$ cat config.mk
export PLATFORM = sky130hd
export DESIGN_NAME = coin_scheduler
export DESIGN_NICKNAME = d
export VERILOG_FILES = /design/src/rtl/coin_pkg.sv /design/src/rtl/vsync_tick.sv /design/src/rtl/coin_scheduler.sv
export SDC_FILE = /design/constraint.sdc
export NUM_CORES = 1
export LEC_CHECK = 0
export ABC_CLOCK_PERIOD_IN_PS = 4900
export CAP_MARGIN = 20
export CORE_ASPECT_RATIO = 0.5
export CORE_UTILIZATION = 25
export CTS_BUF_LIST = sky130_fd_sc_hd__clkbuf_8
export DETAILED_ROUTE_END_ITERATION = 10
export GPL_TIMING_DRIVEN = 0
export PLACE_DENSITY_LB_ADDON = 0.3
export SLEW_MARGIN = 15
export SYNTH_ARGS = -nofsm -noshare
export SYNTH_HDL_FRONTEND = slang
export SYNTH_SLANG_ARGS = --single-unit
$ cat constraint.sdc
create_clock -name i_clk -period 4.9 [get_ports i_clk]
set_input_delay 0.735 -clock i_clk [delete_from_list [all_inputs] [get_ports i_clk]]
set_output_delay 0.735 -clock i_clk [all_outputs]
set_load 0.01 [all_outputs]
$ cat src/rtl/coin_pkg.sv
// rtl/coin_pkg.sv - shared types and default constants for the coin lane scheduler
package coin_pkg;

    typedef enum logic [2:0] {
        ST_IDLE      = 3'd0,
        ST_GAP       = 3'd1,
        ST_TRAVEL    = 3'd2,
        ST_WINDOW    = 3'd3,
        ST_GAME_OVER = 3'd4
    } sched_state_t;

    typedef logic [1:0] lane_idx_t;

    // Fibonacci taps 16,14,13,11 expressed as bit positions 15,13,12,10
    localparam logic [15:0] LFSR_TAP_MASK = 16'hB400;

    localparam int          DEF_N_LANES               = 3;
    localparam int          DEF_SPAWN_GAP_FRAMES      = 30;
    localparam int          DEF_TRAVEL_TIMEOUT_FRAMES = 64;
    localparam int          DEF_HIT_WINDOW_FRAMES     = 20;
    localparam int          DEF_MAX_MISSES            = 5;
    localparam int          DEF_SCORE_W               = 16;
    localparam logic [15:0] DEF_LFSR_SEED             = 16'hACE1;

endpackage

$ cat src/rtl/vsync_tick.sv
// rtl/vsync_tick.sv - vsync synchronizer with a one-clock rising-edge frame tick
module vsync_tick (
    input  logic i_clk,
    input  logic i_rst_n,
    input  logic i_v_sync,
    output logic o_tick
);

    logic sync1;
    logic sync2;
    logic sync3;

    // two flops for metastability, third flop remembers the previous level
    always_ff @(posedge i_clk) begin
        if (!i_rst_n) begin
            sync1 <= 1'b0;
            sync2 <= 1'b0;
            sync3 <= 1'b0;
        end else begin
            sync1 <= i_v_sync;
            sync2 <= sync1;
            sync3 <= sync2;
        end
    end

    assign o_tick = sync2 & ~sync3;

endmodule

$ cat src/rtl/coin_scheduler.sv
// rtl/coin_scheduler.sv - spawns one coin at a time on a pseudo-random lane and scores hits and misses
module coin_scheduler
    import coin_pkg::*;
#(
    parameter int          N_LANES               = DEF_N_LANES,
    parameter int          SPAWN_GAP_FRAMES      = DEF_SPAWN_GAP_FRAMES,
    parameter int          TRAVEL_TIMEOUT_FRAMES = DEF_TRAVEL_TIMEOUT_FRAMES,
    parameter int          HIT_WINDOW_FRAMES     = DEF_HIT_WINDOW_FRAMES,
    parameter int          MAX_MISSES            = DEF_MAX_MISSES,
    parameter int          SCORE_W               = DEF_SCORE_W,
    parameter logic [15:0] LFSR_SEED             = DEF_LFSR_SEED
) (
    input  logic               i_clk,
    input  logic               i_rst_n,
    input  logic               i_v_sync,
    input  logic               i_start,
    input  logic [N_LANES-1:0] i_in_position,
    input  logic [N_LANES-1:0] i_hit,
    output logic [N_LANES-1:0] o_active,
    output logic [1:0]         o_lane,
    output logic [SCORE_W-1:0] o_score,
    output logic [3:0]         o_misses,
    output logic               o_game_over,
    output logic               o_busy
);

    localparam logic [7:0] SPAWN_CNT    = 8'(SPAWN_GAP_FRAMES);
    localparam logic [7:0] TRAVEL_CNT   = 8'(TRAVEL_TIMEOUT_FRAMES);
    localparam logic [7:0] WINDOW_CNT   = 8'(HIT_WINDOW_FRAMES);
    localparam logic [3:0] MAX_MISS_CNT = 4'(MAX_MISSES);
    localparam logic [2:0] N_LANES_W    = 3'(N_LANES);
    localparam lane_idx_t  N_LANES_LO   = N_LANES_W[1:0];

    sched_state_t       state;
    logic [7:0]         frame_cnt;
    logic [15:0]        lfsr;
    logic               tick;
    logic               cnt_last;
    lane_idx_t          lane_pick;
    logic [N_LANES-1:0] pick_onehot;
    logic               sel_in_pos;
    logic               sel_hit;
    logic [3:0]         miss_next;

    vsync_tick u_vsync_tick (
        .i_clk    (i_clk),
        .i_rst_n  (i_rst_n),
        .i_v_sync (i_v_sync),
        .o_tick   (tick)
    );

    // free-running lane randomizer, advances every clock so the pick depends on start timing
    always_ff @(posedge i_clk) begin
        if (!i_rst_n) begin
            lfsr <= LFSR_SEED;
        end else begin
            lfsr <= {lfsr[14:0], ^(lfsr & LFSR_TAP_MASK)};
        end
    end

    // fold out-of-range picks back into the legal lane range and build the one-hot enable
    always_comb begin
        pick_onehot = '0;
        if ({1'b0, lfsr[1:0]} >= N_LANES_W) begin
            lane_pick = lfsr[1:0] - N_LANES_LO;
        end else begin
            lane_pick = lfsr[1:0];
        end
        for (int i = 0; i < N_LANES; i++) begin
            pick_onehot[i] = (lane_pick == lane_idx_t'(i));
        end
    end

    // o_active is one-hot on o_lane while a coin is live, so masking with it selects that lane
    assign sel_in_pos  = |(i_in_position & o_active);
    assign sel_hit     = |(i_hit & o_active);
    assign cnt_last    = (frame_cnt == 8'd1);
    assign miss_next   = o_misses + 4'd1;
    assign o_game_over = (state == ST_GAME_OVER);
    assign o_busy      = (state == ST_GAP) || (state == ST_TRAVEL) || (state == ST_WINDOW);

    // spawn / travel / hit-window sequencer; a hit outranks an expiry in the same cycle
    always_ff @(posedge i_clk) begin
        if (!i_rst_n) begin
            state     <= ST_IDLE;
            frame_cnt <= '0;
            o_active  <= '0;
            o_lane    <= '0;
            o_score   <= '0;
            o_misses  <= '0;
        end else begin
            case (state)
                ST_IDLE, ST_GAME_OVER: begin
                    if (i_start) begin
                        state     <= ST_GAP;
                        frame_cnt <= SPAWN_CNT;
                        o_score   <= '0;
                        o_misses  <= '0;
                    end
                end
                ST_GAP: begin
                    if (tick) begin
                        if (cnt_last) begin
                            state     <= ST_TRAVEL;
                            frame_cnt <= TRAVEL_CNT;
                            o_lane    <= lane_pick;
                            o_active  <= pick_onehot;
                        end else begin
                            frame_cnt <= frame_cnt - 8'd1;
                        end
                    end
                end
                ST_TRAVEL, ST_WINDOW: begin
                    if ((state == ST_WINDOW) && sel_hit) begin
                        if (o_score != '1) begin
                            o_score <= o_score + 1'b1;
                        end
                        state     <= ST_GAP;
                        frame_cnt <= SPAWN_CNT;
                        o_active  <= '0;
                    end else if ((state == ST_TRAVEL) && sel_in_pos) begin
                        state     <= ST_WINDOW;
                        frame_cnt <= WINDOW_CNT;
                    end else if (tick && cnt_last) begin
                        o_misses <= miss_next;
                        o_active <= '0;
                        if (miss_next == MAX_MISS_CNT) begin
                            state <= ST_GAME_OVER;
                        end else begin
                            state     <= ST_GAP;
                            frame_cnt <= SPAWN_CNT;
                        end
                    end else if (tick) begin
                        frame_cnt <= frame_cnt - 8'd1;
                    end
                end
                default: begin
                    state    <= ST_IDLE;
                    o_active <= '0;
                end
            endcase
        end
    end

endmodule

==> reports/metrics.yaml <==
outcome: "completed"
ys_warn_count: 0
synth_edf_count: 0
vdd_drop_max_v: 0.000109
p_comb_frac: 0.221
finalHoldViolCount: 0
maxSlewViolCount: 0
wl_um: 6410
antenna_found_initial: 0
grt_use_total: 0.120
finalCritPeriodShare: 0.638
power.density_nw_per_um2: 298
io_buffers: 36
cts_tree: "done"
slew-limit-headroom: 0.339
clock_latency_ns: 0.32
synth_flop_cell: "dfxtp_1"
finalSetupViolCount: 0
ctsHoldBuffers: 0
cts_setup_buffers: 0
crit_type: "in2reg"
grt-ovfl-total: 0
start_util: 0.260
p_sw_frac: 0.311
setup.worst_path.end: "state[2]"
finalPower_mw: 0.993
rsz0062_at_grt: "no"
grt_pass1_wl_um: 10500
dp_hpwl_um: 4590
startpoint: "i_hit[0]"
rows: 26
arrival_ns: 3.38
cts_num_sinks: 55
place.gp.congestion: 0.797
seqPwrFrac: 0.498
drc_errors: 0
synth_cell_types: 57
hold_ws_ns: 0.414
cp.required_ns: 5.15
final_nets: 370
total_leakage_power_nw: 1.17
nFillCells: 1068
power.share.clock: 0.281
reg2reg_from: "o_active[0]"
r2r_end: "state[2]"
syn_nets: 327
die_area_um2: 11200
worst_setup_path_start_kind: "primary input"
reg2regPathDepth: 5
htree_levels: 2
cp_max_fo: 6
routed_via_density: 4.71
hold_class: "reg2reg"
layout_min_cycle_time_ns: 3.12
drv_cap: 0
antenna_cells: 0
cts-root-buf: "clkbuf_8"
num_vias: 2317
clk_pin_slew_worst_paths_ns: 0.11
yosysSeqAreaShare: 0.409
dr.pass1.iters: 4
ff2ff_setup_slack_ns: 2.25
drive_above_1_share: 0.0710
cts_resized: 0
p_switching_mw: 0.309
clock_skew_ns: 0.0124
syn-mean-instance-area_um2: 8.73
dieHeight_um: 75.4
syn_inst: 308
final_cell_mix: "dfxtp_1, clkdlybuf4s50_1, a21oi_1"
p_int_mw: 0.684
worstMarginPinSlew_ns: 0.977
wl_per_cell_um: 13.0
mostFrequentLayoutCell: "dfxtp_1"
grt_max_degree: 19
tns_ns: 0
end_kind: "register"
antenna_left: 0
ioPinCount: 37
cts.path.max_buffers: 2
syn2layout_area_growth_pct: 23.7
coreArea_um2: 10300
fmax_ghz: 0.320
drt_iter0_drc: 129
netlist_area_um2: 2690
cts-buffers-inserted: 5
first_global_vias: 2117
synthArstFlopShare: 0
ys_ff_latch: 55
die_x_um: 149
==> final cells by class <==
type | instances | area, um2 | share of cell area
multi-input combinational | 224 | 1470 | 0.442
buffer | 11 | 51.3 | 0.0154
sequential | 55 | 1100 | 0.331
clock inverter | 2 | 20.0 | 0.00602
tap | 140 | 175 | 0.0526
timing repair buffer | 36 | 360 | 0.108
clock buffer | 6 | 82.6 | 0.0248
inverter | 18 | 67.6 | 0.0203
==> Yosys cell counts (7+ instances only) <==
| library cell | instances | area share |
|---|---|---|
| clkbuf_1 | 7 | 0.0098 |
| and2_1 | 13 | 0.030 |
| nand3_1 | 13 | 0.024 |
| o21ai_0 | 15 | 0.028 |
| or3_1 | 11 | 0.026 |
| ha_1 | 9 | 0.042 |
| nand2b_1 | 9 | 0.021 |
| nor2_1 | 18 | 0.025 |
| nor3_1 | 8 | 0.015 |
| nand2_1 | 18 | 0.025 |
| a21oi_1 | 25 | 0.047 |
| dfxtp_1 | 55 | 0.41 |
| inv_1 | 18 | 0.025 |
==> power by group through the flow <==
stage,Clock (mW),Combinational [mW],Sequential [mW]
after floorplan,0,0.162,0.500
after global placement,0,0.219,0.505
after detailed placement,0,0.218,0.505
after CTS,0.290,0.220,0.494
after global routing,0.312,0.245,0.499
final,0.279,0.220,0.495
==> worst max-delay path, stage by stage <==
cell	delay [ns]
clkdlybuf4s50_1	0.39
a222oi_1	0.74
mux2i_1	0.37
o31ai_1	0.77
o21ai_0	0.20
a21oi_1	0.16
==> per-layer routing <==
metal	wire length (um)	global-route usage
met3	196	0.0257
met1	3440	0.168
met4	40	0.0367
met5	0	0
met2	2730	0.187
==> through the flow <==
step	area, um2	std cells	setup slack, ns	utilization
global placement	3230	484	1.43	0.312
CTS	3330	492	1.86	0.322
detailed placement	3230	484	1.53	0.312
finish	3330	492	1.78	0.322
floorplan	2690	308	2.43	-
global route	3330	492	1.61	0.322
==> registers in the layout, indices dropped and copies added (netlist names) <==
signal / flops
o_score: 16
o_lane: 2
u_vsync_tick.sync1: 1
state: 3
u_vsync_tick.sync2: 1
o_active: 3
frame_cnt: 8
o_misses: 4
u_vsync_tick.sync3: 1
lfsr: 16
==> worst min-delay path by stage <==
stage / end / cells past startpoint / startpoint
after detailed placement: lfsr[15] / 1 / lfsr[14]
after CTS: lfsr[15] / 1 / lfsr[14]
after global routing: lfsr[15] / 1 / lfsr[14]
after floorplan: lfsr[10] / 1 / lfsr[9]
final: lfsr[15] / 1 / lfsr[14]
after global placement: lfsr[5] / 1 / lfsr[4]
==> kinds of logic after synthesis <==
kind of cell	Yosys count	share of synthesized area
buf+inv	29	0.0442
mux	4	0.0153
xor+xnor	11	0.0358
compound gates	80	0.200
simple gates	120	0.254
flops	55	0.409
fa+ha+maj	9	0.0419
Power figures use the tool's default switching activity.
